--- config.mk ---
export PLATFORM = sky130hd
export DESIGN_NAME = multicycle_controller_flat
export DESIGN_NICKNAME = d
export VERILOG_FILES = /design/src/rtl/multicycle_controller_if.sv /design/src/rtl/multicycle_controller.sv /design/src/flat_wrapper.sv
export SDC_FILE = /design/constraint.sdc
export NUM_CORES = 1
export LEC_CHECK = 0
export BUFFER_PORTS_ARGS = -buffer_cell sky130_fd_sc_hd__buf_2
export CAP_MARGIN = 10
export CORE_MARGIN = 3
export CORE_UTILIZATION = 50
export DETAILED_ROUTE_END_ITERATION = 7
export HOLD_SLACK_MARGIN = 0.15
export PLACE_DENSITY = 0.85
export SETUP_SLACK_MARGIN = 0.02
export SLEW_MARGIN = 40
export SYNTH_ARGS = -nofsm -noshare
export SYNTH_HDL_FRONTEND = slang
export SYNTH_SLANG_ARGS = --single-unit
--- constraint.sdc ---
create_clock -name CLK -period 2.65 [get_ports CLK]
set_input_delay 0.53 -clock CLK [delete_from_list [all_inputs] [get_ports CLK]]
set_output_delay 0.53 -clock CLK [all_outputs]
set_load 0.05 [all_outputs]
--- src/rtl/multicycle_controller_if.sv ---
// Control bus between the multicycle controller and its datapath.
// The datapath side drives instruction/flags/handshake; the controller drives strobes and status.
`timescale 1ns/1ps
interface multicycle_controller_if;
    logic [31:0] Instr;
    logic        Zero;
    logic        MemReady;
    logic        PCWrite;
    logic        AdrSrc;
    logic        MemRead;
    logic        MemWrite;
    logic        IRWrite;
    logic        RegWrite;
    logic [1:0]  ResultSrc;
    logic [1:0]  ALUSrcA;
    logic [1:0]  ALUSrcB;
    logic [2:0]  ImmSrc;
    logic [2:0]  ALUControl;
    logic        Trap;
    logic [1:0]  TrapCause;
    logic [3:0]  State;

    modport master (
        output Instr, Zero, MemReady,
        input  PCWrite, AdrSrc, MemRead, MemWrite, IRWrite, RegWrite,
        input  ResultSrc, ALUSrcA, ALUSrcB, ImmSrc, ALUControl,
        input  Trap, TrapCause, State
    );

    modport slave (
        input  Instr, Zero, MemReady,
        output PCWrite, AdrSrc, MemRead, MemWrite, IRWrite, RegWrite,
        output ResultSrc, ALUSrcA, ALUSrcB, ImmSrc, ALUControl,
        output Trap, TrapCause, State
    );
endinterface

--- src/rtl/multicycle_controller.sv ---
// Multicycle RV32 control FSM with MemReady wait states, bus timeout and illegal-instruction trap.
// Optional LUI/AUIPC support is enabled by defining MC_UTYPE_EN.
`timescale 1ns/1ps
module multicycle_controller #(
    parameter int MEM_TIMEOUT = 255
) (
    input  logic                    CLK,
    input  logic                    RST,
    multicycle_controller_if.slave  bus
);
    localparam int WAIT_W = (MEM_TIMEOUT > 0) ? $clog2(MEM_TIMEOUT + 1) : 1;
    localparam logic [WAIT_W-1:0] WAIT_LAST = WAIT_W'((MEM_TIMEOUT > 0) ? MEM_TIMEOUT - 1 : 0);

    localparam logic [6:0] OP_LOAD   = 7'b0000011;
    localparam logic [6:0] OP_STORE  = 7'b0100011;
    localparam logic [6:0] OP_R      = 7'b0110011;
    localparam logic [6:0] OP_I      = 7'b0010011;
    localparam logic [6:0] OP_BRANCH = 7'b1100011;
    localparam logic [6:0] OP_JAL    = 7'b1101111;
    localparam logic [6:0] OP_JALR   = 7'b1100111;
    localparam logic [6:0] OP_LUI    = 7'b0110111;
    localparam logic [6:0] OP_AUIPC  = 7'b0010111;

    typedef enum logic [3:0] {
        S_FETCH    = 4'd0,
        S_DECODE   = 4'd1,
        S_MEMADR   = 4'd2,
        S_MEMREAD  = 4'd3,
        S_MEMWB    = 4'd4,
        S_MEMWRITE = 4'd5,
        S_EXECR    = 4'd6,
        S_EXECI    = 4'd7,
        S_ALUWB    = 4'd8,
        S_BRANCH   = 4'd9,
        S_JAL      = 4'd10,
        S_JALR     = 4'd11,
`ifdef MC_UTYPE_EN
        S_UTYPE    = 4'd12,
`endif
        S_TRAP     = 4'd15
    } state_t;

    state_t              r_state;
    logic [WAIT_W-1:0]   r_wait;
    logic                r_trap;
    logic [1:0]          r_cause;

    logic [6:0] w_opcode;
    logic [2:0] w_funct3;
    logic       w_funct7b5;
    logic       w_timeout;
    logic       w_unused_instr;

    logic       w_pcwrite, w_adrsrc, w_memread, w_memwrite, w_irwrite, w_regwrite;
    logic [1:0] w_resultsrc, w_alusrca, w_alusrcb;
    logic [2:0] w_immsrc, w_aluctrl;

    assign w_opcode       = bus.Instr[6:0];
    assign w_funct3       = bus.Instr[14:12];
    assign w_funct7b5     = bus.Instr[30];
    assign w_unused_instr = ^{bus.Instr[31], bus.Instr[29:15], bus.Instr[11:7]};
    assign w_timeout      = (MEM_TIMEOUT != 0) && (r_wait == WAIT_LAST);

    function automatic logic [2:0] f_alu_ctrl(input logic [2:0] funct3, input logic is_r,
                                              input logic funct7b5);
        case (funct3)
            3'b000:  return (is_r && funct7b5) ? 3'b001 : 3'b000;
            3'b010:  return 3'b101;
            3'b011:  return 3'b110;
            3'b100:  return 3'b100;
            3'b110:  return 3'b011;
            3'b111:  return 3'b010;
            default: return 3'b000;
        endcase
    endfunction

    function automatic logic [2:0] f_branch_ctrl(input logic [2:0] funct3);
        if (!funct3[2]) return 3'b001;
        return funct3[1] ? 3'b110 : 3'b101;
    endfunction

    // Wait counter only survives while a state holds, so it defaults to clear every cycle.
    always_ff @(posedge CLK) begin
        if (RST) begin
            r_state <= S_FETCH;
            r_wait  <= '0;
            r_trap  <= 1'b0;
            r_cause <= 2'b00;
        end else begin
            r_wait <= '0;
            case (r_state)
                S_FETCH, S_MEMREAD, S_MEMWRITE: begin
                    if (bus.MemReady) begin
                        case (r_state)
                            S_FETCH:   r_state <= S_DECODE;
                            S_MEMREAD: r_state <= S_MEMWB;
                            default:   r_state <= S_FETCH;
                        endcase
                    end else if (w_timeout) begin
                        r_state <= S_TRAP;
                        r_trap  <= 1'b1;
                        r_cause <= 2'b10;
                    end else begin
                        r_wait <= r_wait + WAIT_W'(1);
                    end
                end
                S_DECODE: begin
                    case (w_opcode)
                        OP_LOAD, OP_STORE: r_state <= S_MEMADR;
                        OP_R, OP_I: begin
                            if (w_funct3 == 3'b001 || w_funct3 == 3'b101) begin
                                r_state <= S_TRAP;
                                r_trap  <= 1'b1;
                                r_cause <= 2'b01;
                            end else begin
                                r_state <= w_opcode[5] ? S_EXECR : S_EXECI;
                            end
                        end
                        OP_BRANCH: begin
                            if (w_funct3 == 3'b010 || w_funct3 == 3'b011) begin
                                r_state <= S_TRAP;
                                r_trap  <= 1'b1;
                                r_cause <= 2'b01;
                            end else begin
                                r_state <= S_BRANCH;
                            end
                        end
                        OP_JAL:  r_state <= S_JAL;
                        OP_JALR: r_state <= S_JALR;
`ifdef MC_UTYPE_EN
                        OP_LUI, OP_AUIPC: r_state <= S_UTYPE;
`endif
                        default: begin
                            r_state <= S_TRAP;
                            r_trap  <= 1'b1;
                            r_cause <= 2'b01;
                        end
                    endcase
                end
                S_MEMADR: r_state <= w_opcode[5] ? S_MEMWRITE : S_MEMREAD;
                S_MEMWB:  r_state <= S_FETCH;
                S_EXECR:  r_state <= S_ALUWB;
                S_EXECI:  r_state <= S_ALUWB;
                S_ALUWB:  r_state <= S_FETCH;
                S_BRANCH: r_state <= S_FETCH;
                S_JALR:   r_state <= S_JAL;
                S_JAL:    r_state <= S_ALUWB;
`ifdef MC_UTYPE_EN
                S_UTYPE:  r_state <= S_ALUWB;
`endif
                default:  r_state <= S_TRAP;
            endcase
        end
    end

    // Strobes decode from the state register, gated by RST so an access drops immediately.
    always_comb begin
        w_pcwrite   = 1'b0;
        w_adrsrc    = 1'b0;
        w_memread   = 1'b0;
        w_memwrite  = 1'b0;
        w_irwrite   = 1'b0;
        w_regwrite  = 1'b0;
        w_resultsrc = 2'b00;
        w_alusrca   = 2'b00;
        w_alusrcb   = 2'b00;
        w_immsrc    = 3'b000;
        w_aluctrl   = 3'b000;
        case (r_state)
            S_FETCH: begin
                w_memread   = 1'b1;
                w_alusrcb   = 2'b10;
                w_resultsrc = 2'b10;
                w_irwrite   = bus.MemReady;
                w_pcwrite   = bus.MemReady;
            end
            S_DECODE: begin
                w_alusrca = 2'b01;
                w_alusrcb = 2'b01;
                w_immsrc  = 3'b010;
            end
            S_MEMADR: begin
                w_alusrca = 2'b10;
                w_alusrcb = 2'b01;
                w_immsrc  = (w_opcode == OP_STORE) ? 3'b001 : 3'b000;
            end
            S_MEMREAD: begin
                w_adrsrc  = 1'b1;
                w_memread = 1'b1;
            end
            S_MEMWB: begin
                w_resultsrc = 2'b01;
                w_regwrite  = 1'b1;
            end
            S_MEMWRITE: begin
                w_adrsrc   = 1'b1;
                w_memwrite = 1'b1;
            end
            S_EXECR: begin
                w_alusrca = 2'b10;
                w_aluctrl = f_alu_ctrl(w_funct3, 1'b1, w_funct7b5);
            end
            S_EXECI: begin
                w_alusrca = 2'b10;
                w_alusrcb = 2'b01;
                w_aluctrl = f_alu_ctrl(w_funct3, 1'b0, w_funct7b5);
            end
            S_ALUWB:  w_regwrite = 1'b1;
            S_BRANCH: begin
                w_alusrca = 2'b10;
                w_aluctrl = f_branch_ctrl(w_funct3);
                w_pcwrite = bus.Zero ^ w_funct3[0] ^ w_funct3[2];
            end
            S_JALR: begin
                w_alusrca = 2'b10;
                w_alusrcb = 2'b01;
            end
            S_JAL: begin
                w_alusrca = 2'b01;
                w_alusrcb = 2'b10;
                w_pcwrite = 1'b1;
            end
`ifdef MC_UTYPE_EN
            S_UTYPE: begin
                w_alusrca = (w_opcode == OP_LUI) ? 2'b11 : 2'b01;
                w_alusrcb = 2'b01;
                w_immsrc  = 3'b100;
            end
`endif
            default: ;
        endcase
        if (RST) begin
            w_pcwrite   = 1'b0;
            w_adrsrc    = 1'b0;
            w_memread   = 1'b0;
            w_memwrite  = 1'b0;
            w_irwrite   = 1'b0;
            w_regwrite  = 1'b0;
            w_resultsrc = 2'b00;
            w_alusrca   = 2'b00;
            w_alusrcb   = 2'b00;
            w_immsrc    = 3'b000;
            w_aluctrl   = 3'b000;
        end
    end

    assign bus.PCWrite    = w_pcwrite;
    assign bus.AdrSrc     = w_adrsrc;
    assign bus.MemRead    = w_memread;
    assign bus.MemWrite   = w_memwrite;
    assign bus.IRWrite    = w_irwrite;
    assign bus.RegWrite   = w_regwrite;
    assign bus.ResultSrc  = w_resultsrc;
    assign bus.ALUSrcA    = w_alusrca;
    assign bus.ALUSrcB    = w_alusrcb;
    assign bus.ImmSrc     = w_immsrc;
    assign bus.ALUControl = w_aluctrl;
    assign bus.Trap       = r_trap;
    assign bus.TrapCause  = r_cause;
    assign bus.State      = r_state;
endmodule

--- src/flat_wrapper.sv ---
// flat-port wrapper written by rule: the top's interface ports become plain ports
module multicycle_controller_flat 
#(
    parameter int MEM_TIMEOUT = 255
)
  (CLK, RST, bus_Instr, bus_Zero, bus_MemReady, bus_PCWrite, bus_AdrSrc, bus_MemRead, bus_MemWrite, bus_IRWrite, bus_RegWrite, bus_ResultSrc, bus_ALUSrcA, bus_ALUSrcB, bus_ImmSrc, bus_ALUControl, bus_Trap, bus_TrapCause, bus_State);
  multicycle_controller_if bus_i ();
  input  logic CLK;
  input  logic RST;
  input wire logic [$bits(bus_i.Instr)-1:0] bus_Instr;
  input wire logic [$bits(bus_i.Zero)-1:0] bus_Zero;
  input wire logic [$bits(bus_i.MemReady)-1:0] bus_MemReady;
  output wire logic [$bits(bus_i.PCWrite)-1:0] bus_PCWrite;
  output wire logic [$bits(bus_i.AdrSrc)-1:0] bus_AdrSrc;
  output wire logic [$bits(bus_i.MemRead)-1:0] bus_MemRead;
  output wire logic [$bits(bus_i.MemWrite)-1:0] bus_MemWrite;
  output wire logic [$bits(bus_i.IRWrite)-1:0] bus_IRWrite;
  output wire logic [$bits(bus_i.RegWrite)-1:0] bus_RegWrite;
  output wire logic [$bits(bus_i.ResultSrc)-1:0] bus_ResultSrc;
  output wire logic [$bits(bus_i.ALUSrcA)-1:0] bus_ALUSrcA;
  output wire logic [$bits(bus_i.ALUSrcB)-1:0] bus_ALUSrcB;
  output wire logic [$bits(bus_i.ImmSrc)-1:0] bus_ImmSrc;
  output wire logic [$bits(bus_i.ALUControl)-1:0] bus_ALUControl;
  output wire logic [$bits(bus_i.Trap)-1:0] bus_Trap;
  output wire logic [$bits(bus_i.TrapCause)-1:0] bus_TrapCause;
  output wire logic [$bits(bus_i.State)-1:0] bus_State;
  assign bus_i.Instr = bus_Instr;
  assign bus_i.Zero = bus_Zero;
  assign bus_i.MemReady = bus_MemReady;
  assign bus_PCWrite = bus_i.PCWrite;
  assign bus_AdrSrc = bus_i.AdrSrc;
  assign bus_MemRead = bus_i.MemRead;
  assign bus_MemWrite = bus_i.MemWrite;
  assign bus_IRWrite = bus_i.IRWrite;
  assign bus_RegWrite = bus_i.RegWrite;
  assign bus_ResultSrc = bus_i.ResultSrc;
  assign bus_ALUSrcA = bus_i.ALUSrcA;
  assign bus_ALUSrcB = bus_i.ALUSrcB;
  assign bus_ImmSrc = bus_i.ImmSrc;
  assign bus_ALUControl = bus_i.ALUControl;
  assign bus_Trap = bus_i.Trap;
  assign bus_TrapCause = bus_i.TrapCause;
  assign bus_State = bus_i.State;
  multicycle_controller #(.MEM_TIMEOUT(MEM_TIMEOUT)) u_core (.CLK(CLK), .RST(RST), .bus(bus_i));
endmodule
Word level (Yosys, flattened, before mapping):

Index checks and enable logic that the tools add are counted.

* flip-flop bits (word level): 15
* bits of input ports: 36
* output and inout bits: 25
* word-level logic and storage cells: 112

* add/subtract/negate cells: 1
* eq/ne operators: 32
* muxes and demuxes: 52
* bitwise gates (word level): 3
* reduce and logical (&&, ||, !) cells: 20

Operators with widths (count)
* $pmux 4 s6: 1
* $eq 7x7->1 const B: 3
* $mux 1: 20
* $pmux 4 s5: 1
* $mux 3: 6
* $pmux 3 s6: 1
* $eq 4x3->1 const B: 4
* $eq 4x4->1 const B: 4
* $mux 2: 8
* $pmux 2 s2: 4
* $pmux 3 s5: 1
* $eq 7x6->1 const B: 2
* $reduce_or 2->1: 7
* $eq 3x3->1 const B: 4
* $mux 4: 3
* $pmux 3 s2: 2
* $reduce_or 4->1: 3
* $ne 3x2->1 const B: 3
* $pmux 3 s3: 1
* $reduce_or 3->1: 3
* $add 8x1->8 const B: 1
* $eq 4x2->1 const B: 2
* $eq 8x8->1 const B: 1
* $eq 7x2->1 const B: 1
* other kinds (17): 22

Logic depth before layout (Yosys ltp):

* word-level depth: 5
* gate-level depth with buffers: 8

Least setup slack after synthesis:

Ideal clock, no wire load.

* path type: reg-to-output
* start: register u_core.r_state[3], in the netlist u_core.bus.State[3]
* end: output port bus_IRWrite
* arrival time: 3.208 ns
* required time: 2.120 ns
* setup slack: -1.088 ns
* cell stages (with the launch flop): 5
* cells stage by stage: dfxtp_1 clkbuf_1 or2_2 nor4_1 and2_1

* longest elaborated chain between the ends: 3

Ends and longest elaborated chain
* from (decl): line multicycle_controller.sv:43 `state_t r_state;`
* from (signal assigned): line multicycle_controller.sv:116 `r_state <= w_opcode[5] ? S_EXECR : S_EXECI;`
* from (signal assigned): line multicycle_controller.sv:140 `S_MEMADR: r_state <= w_opcode[5] ? S_MEMWRITE : S_MEMREAD;`
* $logic_not 4->1: line multicycle_controller.sv:169 `case (r_state)`
* $mux 1: line multicycle_controller.sv:169
* $mux 1: line multicycle_controller.sv:232 `if (RST) begin`
* to (decl): line flat_wrapper.sv:17 `output wire logic [$bits(bus_i.IRWrite)-1:0] bus_IRWrite;`

No other way between the ends.

Worst setup path in the final report:

* start: register u_core.r_state[3], in the netlist u_core.bus.State[3]
* end: output port bus_ALUControl[1]

* longest elaborated chain between the ends: 3
* elaborated cells on any way between the ends: 5

Ends and longest elaborated chain
* $eq 4x4->1 or $eq 4x3->1 (tied branches)
* $pmux 3 s3 *: line multicycle_controller.sv:169
* $mux 3 *: line multicycle_controller.sv:232
* to (decl): line flat_wrapper.sv:23 `output wire logic [$bits(bus_i.ALUControl)-1:0] bus_ALUControl;`

Every way passes the cells marked *; elsewhere a longest branch is shown, timed or not.

==> flow_summary_export.csv <==
group,metric,value,unit
critical_path,arrival,1960,ps
placed_design,io_buffers,38,
clock_network,cts.sinks,15,
yosys,postSynthRegisterBits,15,
critical_path,crit_fanout,18,
timing,clock.fmax,0.401,GHz
die,core-area,0.00234,mm^2
clock_network,clk-insertion-delay-late,280,ps
cells_and_area,nets,251,
placed_design,placed_cell_area,0.00157,mm^2
global_route,grt_usage,21.4,%
die,die_h,57.1,um
critical_path,worstSetupPathType,"flop to output port",
detailed_routing,top_layer_used,"met4",
die,rows,17,
pwr,clock_power_share,8.0,%
cells_and_area,final_cell_area,0.00160,mm^2
timing,rsz0062_at_grt,"yes",
detailed_routing,wl,3290,um
placed_design,placed_cells,236,
critical_path,start_kind,"flop",
pwr,pwr_density_cell,994,mW/mm^2
global_route,antenna_found_initial,0,
pwr,comb_power_share,70.1,%
cells_and_area,synthToLayoutAreaGrowth,22.8,%
yosys,yosysWarnings,0,
global_route,grt_pass1_wl,5820,um
detailed_routing,vias_per_cell,5.82,
yosys,synth_top_area_share,23.0,%
placed_design,dp_hpwl,2530,um
die,die_w,57.1,um
pwr,p_int,697,uW
detailed_routing,met3_length,205,um
detailed_routing,vias,1397,
clock_network,cts_made_buffers,3,
critical_path,cp.required,2120,ps
yosys,synth-edff-count,0,
critical_path,cp_top_family,"flip-flops",
global_route,first_global_vias,1286,
yosys,synthArstFlopShare,0,%
yosys,ys.flop_type,"dfxtp_1",
clock_network,clk_root_buffer_cell,"clkbuf_4",
yosys,synth_fp_nets,217,
yosys,synth_cells,179,
cells_and_area,finalNonFillerCells,240,
yosys,syn_avg_cell_area,7.28,um^2
global_route,globalRouteOverflowTotal,0,
pwr,seqPwrFrac,22.0,%
clock_network,tritoncts,"built",
cells_and_area,fill_cells,202,
clock_network,cts_setup_buffers,0,
die,dieArea,0.00326,mm^2
placed_design,gp_congestion,0.884,
pwr,power_leakage,0.000696,uW
die,initial_core_util,55.7,%
cells_and_area,final_layout_size_suffix_gt1_share,30.7,%
clock_network,path_clk_slew,90,ps
yosys,yosys-top-cells-area,"dfxtp_1 23%, nor2_1 7.5%, a21oi_1 4.6%",
pwr,p_sw,896,uW
status,status,"completed",
timing,setup-violations-final,0,
critical_path,critPathMaxStageDelay,700,ps
timing,fin_crit,2490,ps
detailed_routing,drtIter0Drc,71,
timing,tightest_slew,589,ps
yosys,synth_area_leader_cell,"dfxtp_1",
detailed_routing,drt_first_pass_iters,4,
timing,slew_violations,0,
yosys,yosysUniqueCellTypes,48,
clock_network,clock_path_buffers,2,
job,timing.max_cap.violations,0,
die,io_pins,61,
detailed_routing,postRouteAntennaNets,0,
critical_path,crit_chain,"and3b_1 > nand2b_1 > a32oi_1 > nor3_4 > buf_2",
detailed_routing,drt-met1-wl,1490,um
pwr,irDropWorstVdd,0.788,mV
timing,worst_clock_skew,3.64,ps
detailed_routing,met2_wirelength,1560,um
yosys,synth_seq_area_share,23.0,%
clock_network,holdBufCountCts,0,
yosys,synth_area,0.00130,mm^2
hold_path,hold_path_class,"flop to flop",
yosys,yosysMostFrequentCell,"nor2_1",
clock_network,h-tree-depth,1,
detailed_routing,wl_per_cell,13.7,um
critical_path,cp-end-kind,"output port",
detailed_routing,drc_errors,0,
timing,hold_viol,0,
global_route,grt_max_degree,23,
cells_and_area,n_antenna_cell,0,
critical_path,slowest_stage,"dfxtp_1",
yosys,synth_common_cells,"26 x nor2_1, 15 x dfxtp_1, 12 x a21oi_1, 11 x nand2_1, 10 x nor3_1",
clock_network,cts_resized,0,
critical_path,crit_buf_inv,1,
timing,min_period_over_period,94.1,%
timing,slew_headroom,60.7,%
pwr,switching_share,56.2,%
[area by class of cell]
| class | instances | area [um^2] | area share, % |
|---|---|---|---|
| clock buffer | 4 | 26.3 | 1.64 |
| timing repair buffer | 42 | 220 | 13.7 |
| multi-input combinational | 145 | 997 | 62.3 |
| sequential | 15 | 300 | 18.7 |
| inverter | 6 | 22.5 | 1.41 |
| tap | 28 | 35.0 | 2.19 |
[through the flow]
step	hold slack, ps	setup WS [ps]	total power (uW)	TNS [ps]	util, %
floorplan	430	-454	1250	-538	-
global placement	443	496	1430	0	67.2
detailed placement	471	489	1460	0	67.2
CTS	491	169	1590	0	68.3
global route	501	-0.716	1710	-0.716	68.4
finish	481	156	1590	0	68.4
[layer usage]
metal / track usage (%) / vias up
li1: - / 709
met1: 29.5 / 631
met2: 35.9 / 51
met3: 2.26 / 6
met4: 4.97 / 0
met5: 0 / -
[path summary, 6_finish.rpt]
path,start,endpoint,slack [ps],cells after the start
max,u_core.bus.State[3],bus_ALUControl[1],160,5
min,u_core.r_wait[0],u_core.r_wait[0],480,1
max reg2reg,u_core.bus.State[2],u_core.bus.TrapCause[0],500,6
min reg2reg,u_core.r_wait[0],u_core.r_wait[0],480,1
[flip-flops by register name, summed over array words and instances, names as in the netlist]
| register | count |
|---|---|
| u_core.bus.Trap | 1 |
| u_core.bus.TrapCause | 2 |
| u_core.r_wait | 8 |
| u_core.bus.State | 4 |
[kinds of logic after synthesis]
logic type	synth area share, %
and+or+nand+nor	38.1
buffers and inverters	6.53
muxes	0.768
DFF	23.0
adders and majority gates	1.92
other	0.288
xor gates and xnor gates	6.72
AOI/OAI and AO/OA	22.7
[power groups by stage]
stage / Clock [uW] / Combinational (uW) / Sequential [uW]
2_1_floorplan: 0 / 825 / 428
3_3_place_gp: 0 / 1090 / 347
3_5_place_dp: 0 / 1110 / 351
4_1_cts: 129 / 1120 / 347
5_1_grt: 144 / 1210 / 359
6_report: 127 / 1120 / 350
[layout by cell type, fill, tap and decap left out, drive strengths merged, types with 3 or more instances in the layout]
master | Yosys | layout
a21oi | 12 | 12
o22ai | 6 | 6
nand3b | 4 | 4
nand3 | 7 | 7
a22oi | 3 | 3
nor2b | 8 | 8
nand2b | 5 | 5
nor3 | 10 | 10
nor4 | 5 | 5
nand2 | 11 | 11
a21o | 3 | 3
inv | 6 | 6
buf | 4 | 42
nor2 | 26 | 26
clkbuf | 9 | 4
dfxtp | 15 | 15
and3 | 3 | 3
xnor2 | 6 | 6
o21ai | 3 | 3
xor2 | 4 | 4
No activity file was read; power rests on OpenSTA's default activity.
